==> config.mk <==
export PLATFORM = sky130hd
export DESIGN_NAME = imem_loader_flat
export DESIGN_NICKNAME = d
export VERILOG_FILES = /design/src/rtl/imem_loader_if.sv /design/src/rtl/imem_loader.sv /design/src/flat_wrapper.sv
export SDC_FILE = /design/constraint.sdc
export NUM_CORES = 1
export LEC_CHECK = 0
export CAP_MARGIN = 20
export CORE_MARGIN = 1
export CORE_UTILIZATION = 35
export CTS_CLUSTER_DIAMETER = 150
export DETAILED_ROUTE_END_ITERATION = 10
export PLACE_DENSITY = 0.65
export SLEW_MARGIN = 20
export SYNTH_ARGS = -nofsm -noshare
export SYNTH_HDL_FRONTEND = slang
export SYNTH_SLANG_ARGS = --single-unit
export TNS_END_PERCENT = 30
==> constraint.sdc <==
create_clock -name clock -period 3.2 [get_ports clock]
set_clock_uncertainty 0.15 [all_clocks]
set_input_delay 0.96 -clock clock [delete_from_list [all_inputs] [get_ports clock]]
set_output_delay 0.96 -clock clock [all_outputs]
set_load 0.02 [all_outputs]
==> src/rtl/imem_loader_if.sv <==
// imem_loader_if: byte-stream handshake plus instruction-memory write port.
// Signals:
//   in_data/in_valid  host -> loader stream byte and its qualifier
//   in_ready          loader -> host, byte accepted when in_valid & in_ready
//   imem_we/addr/wdata loader -> instruction memory, one strobe per word
// The loader uses the slave modport, the byte source / memory side the master.
interface imem_loader_if #(parameter int ADDR_W = 10);
   logic [7:0]        in_data;
   logic              in_valid;
   logic              in_ready;
   logic              imem_we;
   logic [ADDR_W-1:0] imem_addr;
   logic [31:0]       imem_wdata;
   modport master (output in_data, in_valid, input in_ready, imem_we, imem_addr, imem_wdata);
   modport slave  (input in_data, in_valid, output in_ready, imem_we, imem_addr, imem_wdata);
endinterface

==> src/rtl/imem_loader.sv <==
// imem_loader: boot-time instruction-memory writer fed by a framed byte stream.
// Ports:
//   clock, reset   rising-edge clock, synchronous active-high reset
//   start          pulse starting a load from IDLE or ERR
//   bus            slave side of imem_loader_if (stream in, imem write out)
//   words_written  words written in the current load
//   cpu_hold       CPU stall until a checksum-verified image is loaded
//   done, error    sticky completion / failure flags
// Frame: len_hi, len_lo, 4*len data bytes (big-endian words), XOR checksum.
module imem_loader #(
   parameter int ADDR_W = 10
) (
   input  logic              clock,
   input  logic              reset,
   input  logic              start,
   imem_loader_if.slave      bus,
   output logic [ADDR_W:0]   words_written,
   output logic              cpu_hold,
   output logic              done,
   output logic              error
);
   localparam logic [2:0] S_IDLE   = 3'd0;
   localparam logic [2:0] S_LEN_HI = 3'd1;
   localparam logic [2:0] S_LEN_LO = 3'd2;
   localparam logic [2:0] S_DATA   = 3'd3;
   localparam logic [2:0] S_CSUM   = 3'd4;
   localparam logic [2:0] S_DONE   = 3'd5;
   localparam logic [2:0] S_ERR    = 3'd6;
   localparam logic [16:0] DEPTH   = 17'(2 ** ADDR_W);

   logic [2:0]        state_q, state_d;
   logic [7:0]        len_hi_q, len_hi_d;
   logic [15:0]       len_q, len_d;
   logic [31:0]       word_q, word_d;
   logic [1:0]        byte_idx_q, byte_idx_d;
   logic [ADDR_W:0]   word_idx_q, word_idx_d;
   logic [7:0]        csum_q, csum_d;
   logic              we_q, we_d;
   logic [ADDR_W-1:0] addr_q, addr_d;
   logic [31:0]       wdata_q, wdata_d;
   logic [ADDR_W:0]   ww_q, ww_d;
   logic              acc;
   logic [15:0]       len_in;
   logic [31:0]       next_word;
   logic [ADDR_W:0]   next_idx;

   assign bus.in_ready = (state_q == S_LEN_HI) || (state_q == S_LEN_LO) ||
                         (state_q == S_DATA)   || (state_q == S_CSUM);
   assign acc          = bus.in_valid & bus.in_ready;
   assign len_in       = {len_hi_q, bus.in_data};
   assign next_word    = {word_q[23:0], bus.in_data};
   assign next_idx     = word_idx_q + {{ADDR_W{1'b0}}, 1'b1};

   assign bus.imem_we    = we_q;
   assign bus.imem_addr  = addr_q;
   assign bus.imem_wdata = wdata_q;
   assign words_written  = ww_q;
   assign done           = state_q == S_DONE;
   assign error          = state_q == S_ERR;
   assign cpu_hold       = state_q != S_DONE;

   always_comb begin
      state_d    = state_q;
      len_hi_d   = len_hi_q;
      len_d      = len_q;
      word_d     = word_q;
      byte_idx_d = byte_idx_q;
      word_idx_d = word_idx_q;
      csum_d     = csum_q;
      we_d       = 1'b0;
      addr_d     = addr_q;
      wdata_d    = wdata_q;
      ww_d       = ww_q;
      case (state_q)
         S_IDLE:   state_d = start ? S_LEN_HI : S_IDLE;
         S_LEN_HI: begin
            if (acc) begin
               len_hi_d = bus.in_data;
               state_d  = S_LEN_LO;
            end
         end
         S_LEN_LO: begin
            if (acc) begin
               if (len_in == 16'd0 || {1'b0, len_in} > DEPTH) begin
                  state_d = S_ERR;
               end else begin
                  len_d      = len_in;
                  byte_idx_d = 2'd0;
                  word_idx_d = '0;
                  csum_d     = 8'd0;
                  state_d    = S_DATA;
               end
            end
         end
         S_DATA: begin
            if (acc) begin
               word_d     = next_word;
               csum_d     = csum_q ^ bus.in_data;
               byte_idx_d = byte_idx_q + 2'd1;
               // Completed word: strobe lands in the following cycle while the stream keeps flowing.
               if (byte_idx_q == 2'd3) begin
                  we_d       = 1'b1;
                  addr_d     = word_idx_q[ADDR_W-1:0];
                  wdata_d    = next_word;
                  ww_d       = next_idx;
                  word_idx_d = next_idx;
                  if (16'(next_idx) == len_q) state_d = S_CSUM;
               end
            end
         end
         S_CSUM: begin
            if (acc) state_d = (bus.in_data == csum_q) ? S_DONE : S_ERR;
         end
         S_ERR: begin
            if (start) begin
               state_d = S_LEN_HI;
               ww_d    = '0;
            end
         end
         default: state_d = state_q;
      endcase
   end

   always_ff @(posedge clock) begin
      if (reset) begin
         state_q    <= S_IDLE;
         len_hi_q   <= 8'd0;
         len_q      <= 16'd0;
         word_q     <= 32'd0;
         byte_idx_q <= 2'd0;
         word_idx_q <= '0;
         csum_q     <= 8'd0;
         we_q       <= 1'b0;
         addr_q     <= '0;
         wdata_q    <= 32'd0;
         ww_q       <= '0;
      end else begin
         state_q    <= state_d;
         len_hi_q   <= len_hi_d;
         len_q      <= len_d;
         word_q     <= word_d;
         byte_idx_q <= byte_idx_d;
         word_idx_q <= word_idx_d;
         csum_q     <= csum_d;
         we_q       <= we_d;
         addr_q     <= addr_d;
         wdata_q    <= wdata_d;
         ww_q       <= ww_d;
      end
   end
endmodule
==> src/flat_wrapper.sv <==
// flat-port wrapper written by rule: the top's interface ports become plain ports
module imem_loader_flat 
#(
   parameter int ADDR_W = 10
)
  (clock, reset, start, words_written, cpu_hold, done, error, bus_in_data, bus_in_valid, bus_in_ready, bus_imem_we, bus_imem_addr, bus_imem_wdata);
  imem_loader_if #(.ADDR_W(ADDR_W)) bus_i ();
  input  logic clock;
  input  logic reset;
  input  logic start;
  output logic [ADDR_W:0] words_written;
  output logic cpu_hold;
  output logic done;
  output logic error;
  input wire logic [$bits(bus_i.in_data)-1:0] bus_in_data;
  input wire logic [$bits(bus_i.in_valid)-1:0] bus_in_valid;
  output wire logic [$bits(bus_i.in_ready)-1:0] bus_in_ready;
  output wire logic [$bits(bus_i.imem_we)-1:0] bus_imem_we;
  output wire logic [$bits(bus_i.imem_addr)-1:0] bus_imem_addr;
  output wire logic [$bits(bus_i.imem_wdata)-1:0] bus_imem_wdata;
  assign bus_i.in_data = bus_in_data;
  assign bus_i.in_valid = bus_in_valid;
  assign bus_in_ready = bus_i.in_ready;
  assign bus_imem_we = bus_i.imem_we;
  assign bus_imem_addr = bus_i.imem_addr;
  assign bus_imem_wdata = bus_i.imem_wdata;
  imem_loader #(.ADDR_W(ADDR_W)) u_core (.clock(clock), .reset(reset), .start(start), .bus(bus_i), .words_written(words_written), .cpu_hold(cpu_hold), .done(done), .error(error));
endmodule
# After elaboration in Yosys (flattened, before gate mapping)

Cells that the tools add are included.
Widths: inputs -> output; s select.

Register bits: 126
Output and inout port bits: 58
Logic and storage cells: 82
Input port bits: 12

Multiplexer cells: 27
Reduce and logical (&&, ||, !) cells: 18
Magnitude comparators: 1
Equal/unequal tests: 18
Bitwise gates (word level): 5
$add $sub $neg: 2

Operators by type and width:

| kind                  | count |
|---|---|
| $mux 11               | 5 |
| $pmux 11 s2           | 2 |
| $mux 3                | 8 |
| $mux 8                | 3 |
| $pmux 3 s6            | 1 |
| $eq 11x16->1          | 1 |
| $gt 16x11->1 const B  | 1 |
| $logic_not 16->1      | 1 |
| $pmux 8 s2            | 1 |
| $add 11x1->11 const B | 1 |
| $eq 3x3->1 const B    | 3 |
| $eq 8x8->1            | 1 |
| $mux 2                | 4 |
| $ne 2x1->1 const B    | 4 |
| $ne 2x2->1 const B    | 4 |
| $reduce_and 4->1      | 2 |
| $reduce_and 8->1      | 1 |
| $xor 8x8->8           | 1 |
| $eq 3x2->1 const B    | 2 |
| $reduce_and 3->1      | 2 |
| $reduce_bool 6->1     | 1 |
| $reduce_and 5->1      | 1 |
| $logic_or 1x1->1      | 4 |
| $pmux 2 s2            | 1 |
| other kinds (11)      | 16 |

# Logic depth before layout (Yosys ltp)

Depth in word-level cells: 7
Mapped depth: 9
Gate-level depth less buffers: 7

# Worst setup path before layout

No wires, ideal clock.

Path type: input port to flip-flop
From: input bus_in_data[4]
To: register u_core.word_idx_q[9]
Library setup time: 0.140 ns
Required time: 2.910 ns
Cell stages on the path: 7
Setup slack: 0.609 ns
Data arrival time: 2.302 ns
Path buffers: 1
Path through: buf_2 -> nor4_1 -> a31o_2 -> nand3_1 -> a21o_1 -> nor2_1 -> a311oi_1

Cells in the longest elaborated chain, start to end: 4
Elaborated cells on any way between the ends: 5
Classes of those cells: order compare: 1; eq/ne: 1; reduce/logical: 3

RTL lines:

| element                                          | line               | source |
|---|---|---|
| start: declaration                               | flat_wrapper.sv:15 | `input wire logic [$bits(bus_i.in_data)-1:0] bus_in_data;` |
| $gt 16x11->1 or $logic_not 16->1 (tied branches) | imem_loader.sv:84  | `if (len_in == 16'd0 \|\| {1'b0, len_in} > DEPTH) begin` |
| $logic_or 1x1->1 *                               | imem_loader.sv:84  |  |
| $ne 2x2->1 (no source line) *                    | -                  |  |
| $reduce_and 5->1 (no source line) *              | -                  |  |
| end signal: assignment                           | imem_loader.sv:143 | `word_idx_q <= word_idx_d;` |
| end: declaration                                 | imem_loader.sv:36  | `logic [ADDR_W:0] word_idx_q, word_idx_d;` |

Every way passes the cells marked *; elsewhere a longest branch is shown, timed or not.
A chain may end at the register's enable or synchronous reset.

# Final worst setup path

From: register u_core.state_q[0]
To: output error

Cells in the longest elaborated chain, start to end: 1

RTL lines:

| element                  | line               | source |
|---|---|---|
| start: declaration       | imem_loader.sv:31  | `logic [2:0] state_q, state_d;` |
| start signal: assignment | imem_loader.sv:138 | `state_q <= state_d;` |
| $eq 3x3->1               | imem_loader.sv:59  | `assign error = state_q == S_ERR;` |
| end: declaration         | flat_wrapper.sv:14 | `output logic error;` |

No other way between the ends.

==> results.yml <==
route:
  first_pass_iters: 8
  routed_wl_mm: 13.86
  vias_per_cell: 5.151
  drc: 8
  vias: 4749
  ant_nets: 0
  wl_per_cell_um: 15.03
  drt_iter0_drc: 350
cts:
  tritoncts: "built"
  cts_made_buffers: 17
  hold_buffers: 0
  cts.path.max_buffers: 2
  cts.sinks: 126
  h-tree-depth: 4
  cts_setup_buffers: 0
  clock_latency_ns: 0.42
  ctsRootBufferMaster: "clkbuf_16"
  path_clk_slew_ns: 0.05
  cts_resized: 0
synthesis:
  syn_inst: 664
  yosysMostFrequentCell: "nand2_1"
  synth_flop_cell: "dfxtp_1"
  synth_area_um2: 5276
  syn_area_per_cell_um2: 7.946
  yosysUniqueCellTypes: 53
  synth-seq-cells: 126
  async_flop_share_pct: 0
  yosys.area.top_type: "dfxtp_1"
  synth_fp_nets: 678
  ys_top_cells_by_count: "nand2_1, dfxtp_1, a21oi_1"
  yosysTopAreaCellShare_pct: 47.81
  yosys-top-cells-area: "dfxtp_1, nand2_1, a21oi_1"
  ys_warn_count: 0
  yosysSeqAreaShare_pct: 47.81
  synth_edf_count: 0
floorplan:
  ioPinCount: 70
  initial_utilization_pct: 36.03
  die-width_um: 124.8
  dieArea_um2: 15570
  die-height_um: 124.8
  core-area_um2: 14640
  fp-row-count: 44
power:
  ir_worst_vdd_uv: 341.0
  p_clk_share_pct: 44.9
  power_frac_comb_pct: 14.0
  power.internal_uw: 2951
  pwr_density_cell_nw_per_um2: 606.2
  p_seq_share_pct: 41.2
  power_leakage_uw: 0.002306
  p_total_uw: 4095
  power.net_switching_uw: 1144
  p_sw_share_pct: 27.94
worst_setup_path:
  worstSetupStartpoint: "u_core.state_q[0]"
  critical-path-top-delay-family: "buffers and inverters"
  critPathKind: "register to output pin"
  path_max_fanout: 11
  required_ns: 2.09
  path_cells: "inv_1 > and3_1 > clkdlybuf4s50_1"
  worstPathArrival_ns: 1.99
  start_kind: "register"
  slowest_delay_ns: 0.55
  endpoint_kind: "output pin"
  reg2reg_from: "u_core.word_idx_q[1]"
  crit_slowest_cell: "clkdlybuf4s50_1"
  cp_num_buf_inv: 2
global_route:
  grt_max_degree: 41
  grt_pass1_vias: 4594
  antenna_found_initial: 0
  grt_pass1_wl_mm: 23.05
  grt_overflow_total: 0
  track_usage_pct: 18.70
timing:
  maxSlewViolCount: 0
  hold_viol: 0
  rsz0062_at_grt: "false"
  max_slew_margin_pct: 64.97
  fmax_mhz: 322.2
  tightestPinTransition_ns: 0.5241
  finalCriticalPeriod_ns: 3.104
  period_share_pct: 96.99
  final.setup.tns_ns: 0
  setup_viol: 0
place:
  gp_congestion: 0.8624
  postPlaceCellArea_um2: 6187
  dp.cells: 890
  io_buffers: 69
  dpl.hpwl_mm: 9.706
outcome:
  status: "complete, but fails checks"
  violations: "design-rule violations"
layout:
  utilization_pct: 46.13
  fin_nets: 739
  final_area_um2: 6755
  drive_above_1_share_pct: 10.84
  fin_cells: 922
  n_antenna_cell: 0
  syn2layout_area_growth_pct: 28.03
min_path:
  worstHoldStart: "u_core.len_q[15]"
  hp-class: "register to register"
flow_run:
  cap_violations: 0
cell type report:
type	count	area, um^2
clock buffers	19	452.9
clock inverters	13	115.1
fillers	1455	7889
inverters	6	22.52
multi-input cells	475	2486
flip-flops and latches	126	2522
well taps	184	230.2
repair buffers	99	925.9
metal layers:
metal | vias to the layer above | wire length (um) | global-route usage, %
met4 | 0 | 191 | 7.407
li1 | 2366 | - | -
met2 | 136 | 6292 | 29.21
met3 | 15 | 761 | 5.241
met1 | 2232 | 6614 | 24.28
met5 | - | 0 | 0
state kept, by name, indices dropped and copies added, names as in the netlist:
register	count
u_core.bus.imem_wdata	32
u_core.word_q	24
u_core.len_q	16
u_core.word_idx_q	11
u_core.words_written	11
u_core.bus.imem_addr	10
u_core.csum_q	8
u_core.len_hi_q	8
u_core.state_q	3
u_core.byte_idx_q	2
u_core.bus.imem_we	1
placed cells by master (no fill, tap or decap), types with 2 or more instances in the layout:
| master | synthesis | routed |
|---|---|---|
| nor2_1 | 51 | 51 |
| and2_1 | 6 | 6 |
| xnor2_1 | 19 | 19 |
| nand4_1 | 8 | 8 |
| o21a_1 | 2 | 2 |
| nor3_1 | 4 | 4 |
| nand2b_1 | 3 | 3 |
| nor4_1 | 3 | 3 |
| or4_1 | 2 | 2 |
| o21ai_1 | 8 | 8 |
| buf_4 | 4 | 30 |
| inv_1 | 6 | 6 |
| clkinv_4 | 0 | 2 |
| clkdlybuf4s50_1 | 0 | 68 |
| or2_2 | 8 | 8 |
| nand4b_1 | 2 | 2 |
| a311oi_1 | 3 | 3 |
| ha_1 | 2 | 2 |
| clkinv_2 | 0 | 4 |
| dfxtp_1 | 126 | 126 |
| a22oi_1 | 6 | 6 |
| a211oi_1 | 3 | 3 |
| inv_6 | 0 | 2 |
| clkbuf_8 | 0 | 2 |
| o221ai_1 | 2 | 2 |
| and3_1 | 3 | 2 |
| a41oi_1 | 2 | 2 |
| a21oi_1 | 108 | 108 |
| mux2i_1 | 9 | 9 |
| o21ai_0 | 24 | 24 |
| xor2_1 | 7 | 7 |
| or3_1 | 2 | 2 |
| nand2_1 | 161 | 161 |
| nand3_1 | 6 | 6 |
| nor4b_2 | 1 | 2 |
| clkinvlp_4 | 0 | 4 |
| clkbuf_16 | 0 | 17 |
per-stage QoR:
step,setup WS [ns],hold WS [ns]
4_1_cts,0.1099,0.3034
3_5_place_dp,0.08383,0.2891
6_report,0.09616,0.3003
3_3_place_gp,0.09188,0.2833
2_1_floorplan,0.6086,0.2705
5_1_grt,0.006415,0.3198
cells by family (layout without fill, tap and decap cells):
| kind of cell | after synthesis | in the layout | synth area share, % |
|---|---|---|---|
| and+or+nand+nor | 266 | 266 | 21.94 |
| AOI/OAI and AO/OA | 171 | 171 | 18.12 |
| DFF | 126 | 126 | 47.81 |
| buffers and inverters | 63 | 137 | 5.217 |
| xor gates and xnor gates | 27 | 27 | 4.743 |
| muxes | 9 | 9 | 1.707 |
| adders and majority gates | 2 | 2 | 0.4742 |
worst reg2reg max path, stage by stage (launching register included):
cell and delay, ns:
dfxtp_1 0.50, ha_1 0.43, nand3_1 0.31, nor3_1 0.30
xor2_1 0.28, xnor2_1 0.16, o2111a_1 0.25, o2bb2ai_1 0.14
power groups by stage:
stage | combinational, uW | clock (uW) | sequential [uW]
2_1_floorplan | 416 | 0 | 1670
3_3_place_gp | 547 | 0 | 1710
3_5_place_dp | 560 | 0 | 1720
4_1_cts | 564 | 1870 | 1680
5_1_grt | 627 | 1950 | 1690
6_report | 572 | 1840 | 1690
worst paths after layout:
path / cells past startpoint / to / slack (ns)
max: 3 / error / 0.1
min: 1 / u_core.len_q[15] / 0.30
max reg2reg: 7 / u_core.state_q[2] / 0.61
min reg2reg: 1 / u_core.len_q[15] / 0.30
Power figures use the tool's default switching activity.
